==> src/rtl/cdb_arbiter.sv <==
// Round-robin arbiter for the Common Data Bus.
// Grants one holding FU per cycle and registers its result onto the CDB.
module cdb_arbiter #(
  parameter int NUM_FU         = 4,
  parameter int PHYS_REG_WIDTH = 6,
  parameter int DATA_WIDTH     = 32
) (
  input  logic                             clock,
  input  logic                             reset,
  input  logic                             clear,
  input  logic                             cdb_stall,
  input  logic [NUM_FU-1:0]                fu_valid,
  input  logic [NUM_FU*DATA_WIDTH-1:0]     fu_result,
  input  logic [NUM_FU*PHYS_REG_WIDTH-1:0] fu_dest_tag,
  input  logic [NUM_FU-1:0]                fu_dest_tag_wr_en,
  output logic [NUM_FU-1:0]                fu_broadcasted,
  output logic                             cdb_valid,
  output logic [DATA_WIDTH-1:0]            cdb_value,
  output logic [PHYS_REG_WIDTH-1:0]        cdb_tag,
  output logic                             cdb_wr_en
);

  localparam int PTR_W = (NUM_FU > 2) ? $clog2(NUM_FU) : 1;

  logic [PTR_W-1:0]          ptr_q, ptr_d;
  logic                      valid_q, valid_d;
  logic [DATA_WIDTH-1:0]     value_q, value_d;
  logic [PHYS_REG_WIDTH-1:0] tag_q, tag_d;
  logic                      wr_en_q, wr_en_d;

  logic                      blocked;
  logic                      gnt_vld;
  logic [PTR_W-1:0]          gnt_idx;
  logic [NUM_FU-1:0]         gnt;
  logic [DATA_WIDTH-1:0]     sel_value;
  logic [PHYS_REG_WIDTH-1:0] sel_tag;
  logic                      sel_wr_en;
  int                        idx;

  assign blocked = reset | clear | cdb_stall;

  // Search starts at ptr and wraps explicitly, so any NUM_FU works.
  always_comb begin
    gnt     = '0;
    gnt_vld = 1'b0;
    gnt_idx = '0;
    idx     = 0;
    for (int k = 0; k < NUM_FU; k++) begin
      idx = int'(ptr_q) + k;
      if (idx >= NUM_FU) idx = idx - NUM_FU;
      if (!blocked && !gnt_vld && fu_valid[idx]) begin
        gnt_vld = 1'b1;
        gnt_idx = PTR_W'(idx);
      end
    end
    if (gnt_vld) gnt[gnt_idx] = 1'b1;
  end

  assign fu_broadcasted = gnt;

  always_comb begin
    sel_value = fu_result[int'(gnt_idx)*DATA_WIDTH +: DATA_WIDTH];
    sel_tag   = fu_dest_tag[int'(gnt_idx)*PHYS_REG_WIDTH +: PHYS_REG_WIDTH];
    sel_wr_en = fu_dest_tag_wr_en[gnt_idx];
  end

  always_comb begin
    ptr_d   = ptr_q;
    valid_d = 1'b0;
    value_d = value_q;
    tag_d   = tag_q;
    wr_en_d = wr_en_q;
    if (clear) begin
      valid_d = 1'b0;
    end else if (cdb_stall) begin
      valid_d = valid_q;
    end else if (gnt_vld) begin
      valid_d = 1'b1;
      value_d = sel_value;
      tag_d   = sel_tag;
      wr_en_d = sel_wr_en;
      ptr_d   = (gnt_idx == PTR_W'(NUM_FU - 1)) ? '0
                                                 : gnt_idx + 1'b1;
    end
  end

  always_ff @(posedge clock) begin
    if (reset) begin
      ptr_q   <= '0;
      valid_q <= 1'b0;
      value_q <= '0;
      tag_q   <= '0;
      wr_en_q <= 1'b0;
    end else begin
      ptr_q   <= ptr_d;
      valid_q <= valid_d;
      value_q <= value_d;
      tag_q   <= tag_d;
      wr_en_q <= wr_en_d;
    end
  end

  assign cdb_valid = valid_q;
  assign cdb_value = value_q;
  assign cdb_tag   = tag_q;
  assign cdb_wr_en = wr_en_q;

endmodule

==> config.mk <==
export PLATFORM = sky130hd
export DESIGN_NAME = cdb_arbiter
export DESIGN_NICKNAME = d
export VERILOG_FILES = /design/src/rtl/cdb_arbiter.sv
export SDC_FILE = /design/constraint.sdc
export NUM_CORES = 1
export LEC_CHECK = 0
export BUFFER_PORTS_ARGS = -buffer_cell sky130_fd_sc_hd__buf_4
export CORE_ASPECT_RATIO = 0.6
export CORE_MARGIN = 2
export CORE_UTILIZATION = 42
export DETAILED_ROUTE_END_ITERATION = 10
export PLACE_DENSITY_LB_ADDON = 0.15
export SYNTH_ARGS = -nofsm -noshare
export SYNTH_HDL_FRONTEND = slang
export SYNTH_SLANG_ARGS = --single-unit
==> constraint.sdc <==
create_clock -name clock -period 2.3 [get_ports clock]
set_clock_uncertainty 0.2 [all_clocks]
set_input_delay 0.46 -clock clock [delete_from_list [all_inputs] [get_ports clock]]
set_output_delay 0.46 -clock clock [all_outputs]
set_load 0.1 [all_outputs]
; After elaboration in Yosys (flattened, before gate mapping)
; Index checks and enable logic that the tools add are counted.
; Widths: inputs -> output; s select.
[totals]
reg_bits = 42
inputBits = 164
out_inout_bits = 44
elab_cells = 76
[classes]
add_sub_neg = 8
n_mul = 1
n_lt_le_gt_ge = 10
eq_ne = 1
n_shift = 2
mux = 31
bitwise_logic = 4
n_reduce_logical = 14
[ops]
columns = op, count
row1 = $lt 32x4->1 const B, 4
row2 = $mux 32, 4
row3 = $shiftx 128x8->32, 1
row4 = $shiftx 24x6->6, 1
row5 = $mux 1, 15
row6 = $sub 3x3->4 const B, 3
row7 = $bmux 1 s2, 5
row8 = $mux 2, 5
row9 = $ge 3x3->1 const B, 3
row10 = $logic_and 1x1->1, 8
row11 = $add 2x2->3 const B, 2
row12 = $logic_not 1->1, 4
row13 = $mul 2x2->4 const B, 1
row14 = $mux 4, 1
row15 = $sub 2x3->4 const B, 1
row16 = $add 2x1->3 const B, 1
row17 = $ge 2x3->1 const B, 1
row18 = $lt 2x3->1 const B, 1
row19 = $reduce_and 3->1, 1
row20 = $add 2x1->2 const B, 1
row21 = $demux 1 s2, 1
row22 = $eq 2x2->1 const B, 1
row23 = $ge 2x1->1 const B, 1
row24 = $not 1->1, 2
row25 = other kinds (2), 3

; Longest topological paths before layout
; Gate-level depths: netlist of the first run.
[depth]
word_depth = 24
mapped_depth = 9
depth_no_buf = 6

; Worst setup path before layout of the first run
; No wires, ideal clock.
[synth_path]
kind = input-to-output
from = input fu_valid[0]
to = output fu_broadcasted[0]
arrival_ns = 3.204
required_ns = 1.640
setup_slack_ns = -1.564
path_stages = 6
path_buffers = 2
path_cell_list = a21oi_2 -> o21a_1 -> o22a_1 -> buf_6 -> buf_6 -> nor3_1
[synth_via]
elab_chain_len = 22
elab_cells_between_ends = 36
classes_between = 2 x order compare / 23 x mux / 11 x reduce/logical
[synth_rtl]
columns = element, line
row1 = "start, declared", 12  ; input logic [NUM_FU-1:0] fu_valid,
row2 = $bmux 1 s2, 51  ; if (!blocked && !gnt_vld && fu_valid[idx]) begin
row3 = $mux 1 (implied by the code) (2 in a row), 51
row4 = $logic_and 1x1->1, 51
row5 = $mux 1, 51
row6 = $logic_not 1->1, 51
row7 = $logic_and 1x1->1 (2 in a row), 51
row8 = $mux 1, 51
row9 = $logic_not 1->1, 51
row10 = [... 3 more ...], -
row11 = $logic_not 1->1, 51
row12 = $logic_and 1x1->1 (2 in a row), 51
row13 = $mux 2, 51
row14 = $lt 2x3->1 (implied by the code) / $ge 2x1->1 (equally long branches), 56  ; if (gnt_vld) gnt[gnt_idx] = 1'b1;
row15 = $logic_and 1x1->1 (implied by the code), 56
row16 = $mux 1 (implied by the code), 56
row17 = $demux 1 s2, 56
row18 = $mux 4 (*), 56
row19 = "end, declared", 16  ; output logic [NUM_FU-1:0] fu_broadcasted,
; Every way passes the cells marked *; elsewhere a longest branch is shown, timed or not. The select of a mux whose other input is x is not followed.

; Worst setup path in the final report of the first run
[layout_path]
from = register ptr_q[1]
to = output fu_broadcasted[3]
[layout_via]
elab_chain_len = 24
elab_cells_between_ends = 51
classes_between = 7 x add/sub / 6 x order compare / 27 x mux / 11 x reduce/logical
[layout_rtl]
columns = element, line
row1 = "start, declared", 25  ; logic [PTR_W-1:0] ptr_q, ptr_d;
row2 = "start signal, assigned", 95  ; ptr_q <= ptr_d;
row3 = $sub 2x3->4 / $ge 2x3->1 (equally long branches), 50  ; if (idx >= NUM_FU) idx = idx - NUM_FU;
row4 = $mux 32, 50
row5 = $bmux 1 s2, 51
row6 = $mux 1 (implied by the code) (2 in a row), 51
row7 = $logic_and 1x1->1, 51
row8 = $mux 1, 51
row9 = $logic_not 1->1, 51
row10 = $logic_and 1x1->1 (2 in a row), 51
row11 = [... 5 more ...], -
row12 = $logic_not 1->1, 51
row13 = $logic_and 1x1->1 (2 in a row), 51
row14 = $mux 2, 51
row15 = $lt 2x3->1 (implied by the code) / $ge 2x1->1 (equally long branches), 56
row16 = $logic_and 1x1->1 (implied by the code), 56
row17 = $mux 1 (implied by the code), 56
row18 = $demux 1 s2, 56
row19 = $mux 4 (*), 56
; Marks and branches as above.

==> results of run 1 <==
-- critical path, delay by kind of cell, from the launching register on --
kind	cells	cell delay (ns)
adders and majority gates	1	0.18
and+or+nand+nor	1	0.15
buffers and inverters	1	0.16
AOI/OAI and AO/OA	3	0.54
DFF	1	0.40
-- report_power, final --
group          switching [mW]  internal, mW  total (mW)
combinational           0.506         0.356       0.862
clock                   0.297         0.430       0.727
sequential             0.0206         0.764       0.785
total                   0.823          1.55        2.37
-- routing by layer --
| metal | up-vias | GRT usage, % | wire length (um) | share of wire, % |
|---|---|---|---|---|
| li1 | 1439 | - | - | - |
| met1 | 1345 | 31.0 | 4270 | 44 |
| met2 | 122 | 41.6 | 4640 | 48 |
| met3 | 11 | 4.84 | 598 | 6.2 |
| met4 | 0 | 5.56 | 108 | 1.1 |
| met5 | - | 0 | 0 | 0 |
-- cells in the mapped netlist, drive strengths merged --
cell / n
a21oi: 5
nor2b: 3
clkbuf: 4
o221a: 1
o221ai: 1
o21a: 2
a221oi: 39
nand2b: 2
o22a: 2
dfxtp: 42
nand2: 1
or3: 1
ha: 1
and2: 1
mux2i: 80
nor4: 1
nor3: 4
buf: 23
nor2: 5
o21bai: 39
inv: 1
-- registers in the layout (all words and copies together), names as in the netlist --
signal     flops
cdb_value     32
cdb_tag        6
ptr_q          2
cdb_valid      1
cdb_wr_en      1
-- cells in the final DEF (no fill, tap or decap), types with 2 or more instances in the layout --
cell       count
a21oi_1        4
a221oi_1       2
a221oi_2      37
buf_12         5
buf_4        219
clkbuf_16      5
dfxtp_1       41
mux2i_1       79
nand2b_1       2
nor2_1         2
nor2_4         3
nor2b_4        2
nor3_1         2
nor3_4         2
o21bai_1      39
-- layout make-up --
class,count,share of cell area [%]
well taps,87,2.26
multi-input cells,188,40.5
clock inverters,2,0.260
flip-flops and latches,42,17.5
clock buffers,6,2.88
inverters,1,0.0780
repair buffers,225,36.5
-- worst max path at each step --
stage / startpoint / end / slack (ns) / cells past startpoint
final: ptr_q[1] / fu_broadcasted[3] / -0.07 / 6
after floorplan: fu_valid[0] / fu_broadcasted[0] / -0.28 / 6
after CTS: ptr_q[1] / fu_broadcasted[3] / -0.04 / 6
after global routing: ptr_q[1] / fu_broadcasted[3] / -0.11 / 6
after detailed placement: fu_valid[2] / fu_broadcasted[3] / -0.07 / 7
after global placement: cdb_stall / fu_broadcasted[3] / -0.03 / 7
-- logic make-up after synthesis --
logic type | Yosys count
DFF | 42
buffers and inverters | 28
muxes | 80
and+or+nand+nor | 18
AOI/OAI and AO/OA | 89
adders and majority gates | 1
-- repair_timing --
item	in CTS	in global routing
buffers inserted	1	0
cloned	0	0
endpoints found under the setup margin	4	4
gates resized for setup	12	4
pin swaps	1	0
hold endpoints to repair	0	0
==> tab_implementation.tex, run 1 <==
\begin{tabular}{lr}
\hline
Metric & Value \\
\hline
\multicolumn{2}{l}{\textbf{Floorplan}} \\
Number of primary I/O pins & around 210 \\
Total core area & 6760 um2 \\
Initial Utilization & a little over two fifths \\
Die boundary width & 112 um \\
Die area & 7760 um2 \\
Vertical extent of the die & $\sim$69 um \\
Number of placement rows & 23 \\
\multicolumn{2}{l}{\textbf{Worst setup path}} \\
Endpoint kind of the worst setup timing path & output pin \\
Data arrival time of the worst path & 1.71 ns \\
R2R depth & 7 \\
Longest individual stage delay on the worst path & 0.40 ns \\
Crit path cell chain & a21oi\_2, o21a\_1, o221a\_4, ha\_1, and2\_4, buf\_12 \\
Endpoint of the most critical register-to-register path & cdb\_value[15] \\
Slowest cell on the critical path & dfxtp\_4 \\
CP Data Required Time & 1.64 ns \\
Launch instance of the worst register-to-register path & ptr\_q[0] \\
Reg2reg setup slack & between 0.15 and 0.2 ns \\
Kind of start point of the critical path & flip-flop \\
Category of the most critical setup path & reg -> out \\
Max FO, Critical Path & 6 \\
\multicolumn{2}{l}{\textbf{Timing}} \\
Count of final hold-check violations & 0 \\
Setup repair after global routing missed its margin & yes \\
Least setup slack across all paths after layout & -0.0697 ns \\
Worst hold slack across all endpoints & 0.184 ns \\
Final number of setup-violating endpoints & 2 \\
Measured slew at the worst slew-check pin & 0.494 ns \\
Period minus WS final & 2.37 ns \\
Final sum of negative setup slack & -0.102 ns \\
Upper clock frequency limit & 0.422 GHz \\
Headroom to the max-slew limit & approximately two thirds \\
Share of the cycle needed by the critical path after routing & 103\% \\
Number of slew-limit violations in the final report & 0 \\
\multicolumn{2}{l}{\textbf{Synth}} \\
Count of yosys warnings during synthesis & 0 \\
Cell type contributing the most total cell area after synthesis & dfxtp\_1 \\
Ranking of synthesized cells by area & dfxtp\_1, mux2i\_1, a221oi\_2, o21bai\_1, buf\_6 \\
Post-synthesis share of cell area spent on xor and xnor gates & 0\% \\
Syn Area/Cell & 11.5 um2 \\
Sequential share of the synthesized area & 28.4\% \\
Number of library cell types mapped by synthesis & 29 \\
Flip-flop and latch count after synthesis & 42 \\
Share of the synthesized area in the top cell type & 28.4\% \\
Simple-Gate Fraction of Synth Area & around 3.5\% \\
Fraction of the mapped netlist area in compound gates & 32.0\% \\
Arithmetic-cell share of the synthesized area counting full adders, half adders and majority gates & 0.422\% \\
Mapped cell area & 2960 um2 \\
Share of cell area taken by muxes after synthesis & 27.0\% \\
Cell count after synthesis & 258 \\
Syn nets & 423 \\
Combinational family with the most area after synthesis & compound AO/OA/AOI/OAI gates \\
\multicolumn{2}{l}{\textbf{Cells and area}} \\
Layout Utilization & 71.2\% \\
Antenna diode count & 0 \\
Final layout net count & 628 \\
Relative area change from synthesis to final layout & 62.6\% \\
Layout cells sized above 1 & 61.6\% \\
Register area & between 800 and 900 um2 \\
Finished Cell Area & 4810 um2 \\
Fill cell total of the finished layout & just over 500 \\
Fin cells & 551 \\
Total area of multi-input combinational cells & 1950 um2 \\
\multicolumn{2}{l}{\textbf{Routing}} \\
Routed length per instance & roughly 17 um \\
First-pass DRT Iterations & 4 \\
Vias per inst & 5.29 \\
Total length of routed wires & 9620 um \\
Detailed-route via count & 2917 \\
Antenna Violating Nets Remaining & 0 \\
Number of DRC markers in iteration 0 & 68 \\
DRC errors left & 0 \\
\multicolumn{2}{l}{\textbf{Worst hold path}} \\
Hold path startpoint & clear \\
Instance count along the most critical hold path & 2 \\
Hold Crit Endpoint & cdb\_valid \\
Class of the worst hold path & in -> reg \\
\multicolumn{2}{l}{\textbf{Global routing}} \\
Wire length of the first global-routing pass & 15200 um \\
Maximum number of pins on one net before global-route repair & 43 \\
Vias in the first global route & $\sim$3100 \\
Overall fraction of global-route tracks in use & about 24\% \\
Antenna violations before repair & 0 \\
Total gr overflow & 0 \\
\multicolumn{2}{l}{\textbf{Clock tree}} \\
Clock-pin slew on the worst setup and hold paths & 0.06 ns \\
Inserted Clock Buffers & 5 \\
Clock tree from TritonCTS & done \\
Post-CTS Hold Fix Bufs & 0 \\
Clock tree root driver cell & clkbuf\_16 \\
Later-pin clock latency in the skew report & around 0.28 ns \\
Number of sinks driven by the clock tree & 42 \\
Number of levels the H-tree was split into & 2 \\
Deepest clock path buffer count & 2 \\
\multicolumn{2}{l}{\textbf{Pwr}} \\
Max rail drop VDD & 0.285 mV \\
Leak & 2.29 nW \\
Power density relative to cell area & 493 nW/um2 \\
Overall power after layout & approximately 2.4 mW \\
\multicolumn{2}{l}{\textbf{Place}} \\
Final weighted congestion in routability-driven placement & 0.800 \\
Placed standard-cell area & 4580 um2 \\
HPWL Detailed & 7140 um \\
DP Cell Count & 542 \\
Count of port buffers added during placement & 207 \\
Pre-CTS worst setup slack & -0.0747 ns \\
\multicolumn{2}{l}{\textbf{Status}} \\
Violations in the final reports & negative setup slack \\
Result of the run & finished with violations \\
\multicolumn{2}{l}{\textbf{Flow run}} \\
Max-Cap Viols & 0 \\
\hline
\end{tabular}
No activity file was read; power rests on OpenSTA's default activity.
==> run 2, diff against run 1 <==
Settings changed: BUFFER_PORTS_ARGS -buffer_cell sky130_fd_sc_hd__buf_4 to not set, CORE_AREA set to 2 2 80 82, CORE_ASPECT_RATIO 0.6 to not set, CORE_MARGIN 2 to not set, CORE_UTILIZATION 42 to not set, DIE_AREA set to 0 0 82 84, DONT_BUFFER_PORTS set to 1.
==> run 2 against run 1 <==
Compared with the run above:
- the run still ends with negative setup slack left
- setup slack better by 0.043 ns
- register-to-register slack got worse by 0.09 ns
- clock power shrank 20%
- hold slack got worse by 0.16 ns
- wire length down 23%
- critical path depth shrank 1
- cell count is 32% lower
==> tab_implementation.tex, run 2 (synthesis results as in run 1) <==
\begin{tabular}{lr}
\hline
Metric & Value \\
\hline
\multicolumn{2}{l}{\textbf{Timing}} \\
Setup repair after global routing missed its margin & yes \\
Period minus WS final & 2.33 ns \\
Headroom to the max-slew limit & 42.2\% \\
Measured slew at the worst slew-check pin & about 0.87 ns \\
Share of the cycle needed by the critical path after routing & 101\% \\
Worst hold slack across all endpoints & $\sim$0.021 ns \\
Count of final hold-check violations & 0 \\
Upper clock frequency limit & $\sim$0.43 GHz \\
Final number of setup-violating endpoints & 3 \\
Least setup slack across all paths after layout & -0.0264 ns \\
Number of slew-limit violations in the final report & 0 \\
\multicolumn{2}{l}{\textbf{Clock tree}} \\
Clock tree root driver cell & clkbuf\_8 \\
Number of sinks driven by the clock tree & 42 \\
Later-pin clock latency in the skew report & 0.29 ns \\
Inserted Clock Buffers & 5 \\
Post-CTS Hold Fix Bufs & 0 \\
Clock tree from TritonCTS & done \\
Number of levels the H-tree was split into & 2 \\
Deepest clock path buffer count & 2 \\
Clock-pin slew on the worst setup and hold paths & roughly 0.080 ns \\
\multicolumn{2}{l}{\textbf{Cells and area}} \\
Flip-flop count of the largest register after layout & 32 \\
Layout cells sized above 1 & 40.4\% \\
Most used cells in the layout excluding fill and tap cells & mux2i\_1, buf\_4, dfxtp\_1 \\
Finished Cell Area & between 3000 and 4000 um2 \\
Layout Utilization & 57.7\% \\
Antenna diode count & 0 \\
Relative area change from synthesis to final layout & 18.8\% \\
Final layout net count & 461 \\
Most common library cell in the layout ignoring fill and taps & mux2i\_1 \\
\multicolumn{2}{l}{\textbf{Routing}} \\
DRC errors left & 0 \\
First-pass DRT Iterations & 4 \\
Detailed-route via count & 2268 \\
Antenna Violating Nets Remaining & 0 \\
Vias per inst & 6.06 \\
Number of DRC markers in iteration 0 & 34 \\
Total length of routed wires & 7450 um \\
Routed length per instance & 19.9 um \\
\multicolumn{2}{l}{\textbf{Pwr}} \\
Leak & 1.47 nW \\
Overall power after layout & around 2.0 mW \\
Flop pwr share & 39.0\% \\
Max rail drop VDD & $\sim$0.33 mV \\
Comb power frac & 32.0\% \\
Switching share of power & 36.0\% \\
Power density relative to cell area & about 570 nW/um2 \\
Internal power & 1.27 mW \\
Part of the total power dissipated in the clock network & 29.1\% \\
Switching power summed over all nets & 0.715 mW \\
\multicolumn{2}{l}{\textbf{Worst setup path}} \\
Launching element of the worst setup path & ptr\_q[1] \\
Max FO, Critical Path & 5 \\
CP Data Required Time & between 1.5 and 2 ns \\
Data arrival time of the worst path & around 1.7 ns \\
Endpoint kind of the worst setup timing path & output pin \\
Kind of start point of the critical path & flip-flop \\
Launch instance of the worst register-to-register path & ptr\_q[1] \\
Category of the most critical setup path & reg -> out \\
\multicolumn{2}{l}{\textbf{Floorplan}} \\
Total core area & 6100 um2 \\
Die boundary width & 82 um \\
Number of placement rows & 29 \\
Initial Utilization & 48.6\% \\
Die area & 6890 um2 \\
Vertical extent of the die & 84 um \\
Number of primary I/O pins & 208 \\
\multicolumn{2}{l}{\textbf{Place}} \\
Count of port buffers added during placement & 0 \\
Placed standard-cell area & 3330 um2 \\
Pre-CTS worst setup slack & 0.0317 ns \\
Final weighted congestion in routability-driven placement & 0.758 \\
HPWL Detailed & 5590 um \\
\multicolumn{2}{l}{\textbf{Worst hold path}} \\
Class of the worst hold path & in -> reg \\
Hold path startpoint & reset \\
\multicolumn{2}{l}{\textbf{Global routing}} \\
Antenna violations before repair & 0 \\
Total gr overflow & 0 \\
Wire length of the first global-routing pass & 11000 um \\
Maximum number of pins on one net before global-route repair & 45 \\
Vias in the first global route & 2302 \\
Overall fraction of global-route tracks in use & 20.7\% \\
\multicolumn{2}{l}{\textbf{Status}} \\
Result of the run & finished with violations \\
Violations in the final reports & negative setup slack \\
\multicolumn{2}{l}{\textbf{Flow run}} \\
Max-Cap Viols & 0 \\
\hline
\end{tabular}
run 2: through the flow:
stage | setup TNS, ns | instances
5_1_grt | -0.523 | 374
2_1_floorplan | -0.414 | 258
4_1_cts | -0.101 | 373
6_report | -0.0573 | 374
3_3_place_gp | 0 | 362
3_5_place_dp | 0 | 362
run 2: layout make-up:
class                      count  area (um2)
multi-input combinational    188        1950
sequential                    42         848
timing repair buffer          58         505
tap                           77        96.3
fill                         544        2580
inverter                       1        3.75
clock buffer                   6        72.6
clock inverter                 2        37.5
run 2: what timing repair did:
item,CTS,global route
pin swaps,2,0
gates resized for setup,9,2
endpoints found under the hold margin,0,0
setup buffers,3,1
endpoints found under the setup margin,4,19
run 2: worst paths after layout:
path                            cells after the start                end  slack (ns)
worst min register to register                      2         cdb_tag[4]        0.33
worst max-delay path                                5  fu_broadcasted[3]       -0.03
worst max register to register                      6      cdb_value[19]        0.08
worst min-delay path                                1           ptr_q[1]        0.02
run 2: per-layer routing:
layer,track usage [%],up-vias,part of all wire (%)
met5,0,-,0
met4,6.36,0,1.5
met3,5.30,8,8.4
met2,37.5,125,52
met1,23.1,1037,38
li1,-,1098,-
run 2: power by group through the flow:
stage               combinational, mW  clock (mW)  sequential (mW)
floorplan                       0.269           0             1.06
global placement                0.628           0            0.792
detailed placement              0.634           0            0.793
CTS                             0.639       0.597            0.776
global route                    0.666       0.625            0.779
finish                          0.636       0.578            0.775
run 2: critical path, stage by stage (launching register included):
cell	delay [ns]
dfxtp_4	0.38
a21oi_2	0.13
o21a_1	0.16
o221a_4	0.23
ha_1	0.15
and2_4	0.33
==> run 3, diff against run 2 <==
Settings changed: ABC_AREA set to 1, CORE_AREA 2 2 80 82 to not set, CORE_ASPECT_RATIO set to 0.6, CORE_MARGIN set to 2, CORE_UTILIZATION set to 65, DIE_AREA 0 0 82 84 to not set.
==> run 3 against run 2 <==
Compared with the run above:
- the run still ends with negative setup slack left
- first-iteration DRC count rose to 15 times the previous value
- cell count up 110%
- critical path depth grew 8
- sequential cell count unchanged
- die area fell by 8.0%
- via count is 110% higher
- clock power up 4.5%
- setup slack got worse by 0.54 ns
- non-clock buffer count rose by 31
- combinational power increased by 100%
- largest cell class unchanged
==> tab_implementation.tex, run 3 <==
\begin{tabular}{lr}
\hline
Metric & Value \\
\hline
\multicolumn{2}{l}{\textbf{Status}} \\
Result of the run & finished with violations \\
Violations in the final reports & negative setup slack \\
\multicolumn{2}{l}{\textbf{Synth}} \\
Most common flop cell mapped by yosys & dfxtp\_1 \\
Ranking of synthesized cells by area & dfxtp\_1, nand2\_1, nand4\_1, nand3\_1, inv\_1 \\
Cell type contributing the most total cell area after synthesis & dfxtp\_1 \\
Syn Area/Cell & 5.74 um2 \\
Most frequently used cell type in the post-synthesis netlist & nand2\_1 \\
Mapped cell area & 3700 um2 \\
Share of the synthesized area in the top cell type & 22.7\% \\
Number of library cell types mapped by synthesis & 27 \\
EDFF count, synth & 0 \\
Count of yosys warnings during synthesis & 0 \\
Cell count after synthesis & 645 \\
Sequential share of the synthesized area & 22.7\% \\
Commonest cells in the synthesized netlist & nand2\_1, inv\_1, nand3\_1 \\
Syn nets & 810 \\
Flip-flop and latch count after synthesis & 42 \\
Async set-reset flop share out of synthesis & 0\% \\
\multicolumn{2}{l}{\textbf{Worst setup path}} \\
Category of the most critical setup path & reg -> out \\
CP Buf/Inv Count & 4 \\
Slowest cell on the critical path & dfxtp\_2 \\
Reg2reg setup slack & -0.33 ns \\
CP Data Required Time & 1.64 ns \\
Longest individual stage delay on the worst path & around 0.34 ns \\
Max FO, Critical Path & 20 \\
Kind of start point of the critical path & flip-flop \\
Data arrival time of the worst path & 2.20 ns \\
Crit path cell chain & buf\_12, buf\_6, nand2\_4, nand2\_4, nand2\_4, nand2\_8, o21bai\_1, nand2\_1, nand2\_1, nand2\_2, buf\_6, a21oi\_4, buf\_12 \\
Stages on worst setup path & 13 \\
Most repeated library cell on the critical path & nand2\_4 \\
Launch instance of the worst register-to-register path & ptr\_q[0] \\
Endpoint kind of the worst setup timing path & output pin \\
R2R depth & 15 \\
Worst path top cell family by delay & buffers and inverters \\
Endpoint of the most critical register-to-register path & cdb\_tag[3] \\
Capturing instance or port of the critical path & fu\_broadcasted[2] \\
Launching element of the worst setup path & ptr\_q[0] \\
\multicolumn{2}{l}{\textbf{Timing}} \\
Period minus WS final & 2.86 ns \\
Count of final hold-check violations & 0 \\
Measured slew at the worst slew-check pin & about 0.50 ns \\
Setup repair after global routing missed its margin & yes \\
Number of slew-limit violations in the final report & 0 \\
Share of the cycle needed by the critical path after routing & 124\% \\
Headroom to the max-slew limit & 66.8\% \\
Least setup slack across all paths after layout & -0.563 ns \\
Upper clock frequency limit & 0.349 GHz \\
Final number of setup-violating endpoints & 43 \\
\multicolumn{2}{l}{\textbf{Routing}} \\
Detailed-route via count & 4779 \\
Number of DRC markers in iteration 0 & 522 \\
Total length of routed wires & 14000 um \\
Routed length per instance & 18.2 um \\
DRC errors left & 0 \\
Vias per inst & 6.21 \\
Antenna Violating Nets Remaining & 0 \\
First-pass DRT Iterations & 6 \\
\multicolumn{2}{l}{\textbf{Floorplan}} \\
Number of primary I/O pins & 208 \\
Die area & 6340 um2 \\
Number of placement rows & 21 \\
Initial Utilization & 66.8\% \\
Vertical extent of the die & 62.5 um \\
Die boundary width & 101 um \\
Total core area & 5540 um2 \\
\multicolumn{2}{l}{\textbf{Cells and area}} \\
Total area of multi-input combinational cells & between 2000 and 2500 um2 \\
Antenna diode count & 0 \\
Final layout net count & roughly 850 \\
Finished Cell Area & 4680 um2 \\
Most common library cell in the layout ignoring fill and taps & nand2\_1 \\
Fill cell total of the finished layout & roughly 340 \\
Relative area change from synthesis to final layout & 26.3\% \\
Flip-flop count of the largest register after layout & 32 \\
Layout Utilization & 84.4\% \\
Layout cells sized above 1 & 21.2\% \\
Register area & 846 um2 \\
Most used cells in the layout excluding fill and tap cells & nand2\_1, inv\_1, nand4\_1 \\
\multicolumn{2}{l}{\textbf{Pwr}} \\
Leak & roughly 2.4 nW \\
Overall power after layout & between 2 and 3 mW \\
Power density relative to cell area & 573 nW/um2 \\
Max rail drop VDD & 0.346 mV \\
\multicolumn{2}{l}{\textbf{Global routing}} \\
Wire length of the first global-routing pass & around 19000 um \\
Antenna violations before repair & 0 \\
Maximum number of pins on one net before global-route repair & 51 \\
Vias in the first global route & 4110 \\
Overall fraction of global-route tracks in use & 36.7\% \\
Total gr overflow & 0 \\
\multicolumn{2}{l}{\textbf{Clock tree}} \\
Inserted Clock Buffers & 5 \\
Number of sinks driven by the clock tree & 42 \\
Clock tree from TritonCTS & done \\
Number of levels the H-tree was split into & 2 \\
Clock-pin slew on the worst setup and hold paths & 0.09 ns \\
Clock tree root driver cell & clkbuf\_8 \\
Later-pin clock latency in the skew report & 0.30 ns \\
Deepest clock path buffer count & 2 \\
\multicolumn{2}{l}{\textbf{Place}} \\
HPWL Detailed & 8070 um \\
Final weighted congestion in routability-driven placement & 0.867 \\
Placed standard-cell area & 4200 um2 \\
Count of port buffers added during placement & 0 \\
\multicolumn{2}{l}{\textbf{Worst hold path}} \\
Class of the worst hold path & in -> reg \\
Hold path startpoint & reset \\
\multicolumn{2}{l}{\textbf{Flow run}} \\
Max-Cap Viols & 0 \\
\hline
\end{tabular}
run 3: power by group:
group	total (mW)	switching [mW]	internal, mW
Sequential	0.799	0.0222	0.777
Clock	0.604	0.278	0.326
Combinational	1.28	0.904	0.375
Total	2.68	1.20	1.48
run 3: final cells by class:
type,instances,share of cell area [%]
multi-input combinational,457,51.6
sequential,42,18.1
timing repair buffer,89,18.0
inverter,93,7.86
tap,80,2.14
clock buffer,7,1.63
clock inverter,1,0.642
run 3: metal layers:
metal | track usage [%] | vias to the layer above | routed length [um]
met5 | 0 | - | 0
met4 | 13.7 | 0 | 654
met3 | 8.61 | 78 | 1800
met2 | 63.8 | 420 | 6540
met1 | 43.7 | 2093 | 4960
li1 | - | 2188 | -
run 3: kinds of logic (layout without fill, tap and decap cells):
family / Yosys count / count (layout) / share of synthesized area, %
buf+inv: 146 / 190 / 18.0
simple gates: 408 / 408 / 52.2
compound gates: 48 / 48 / 6.72
fa+ha+maj: 1 / 1 / 0.338
flops: 42 / 42 / 22.7
run 3: worst min path at each step:
stage / cells after the start / end
2_1_floorplan: 1 / ptr_q[0]
3_3_place_gp: 2 / cdb_value[21]
3_5_place_dp: 2 / cdb_value[28]
4_1_cts: 1 / ptr_q[0]
5_1_grt: 1 / ptr_q[0]
6_report: 1 / ptr_q[0]
run 3: per-stage QoR:
stage	cells	TNS (ns)	worst slack, ns	hold WS (ns)
after floorplan	645	-1.64	-0.507	0.338
after global placement	747	-2.36	-0.166	0.311
after detailed placement	747	-6.99	-0.257	0.317
after CTS	762	-7.54	-0.499	0.0494
after global routing	769	-11.62	-0.602	0.0356
final	769	-8.21	-0.563	0.0374
run 3: what timing repair did:
item | CTS | global route
buffers inserted | 7 | 5
hold buffers | 0 | 0
pin swaps | 17 | 23
cloned | 0 | 3
resized for setup | 21 | 37
setup endpoints to repair | 43 | 45
run 3: worst register-to-register path, stage by stage (launching register included):
cell and delay, ns:
dfxtp_2 0.34, buf_12 0.14, buf_6 0.12, nand2_4 0.08, nand2_4 0.07, nand2_4 0.10, nand2_8 0.08, nand4_1 0.11
nand2_1 0.11, nand2_2 0.10, buf_4 0.43, nand3_1 0.15, nand3_1 0.14, nand2_1 0.06, nor2_1 0.20, nor2_1 0.09
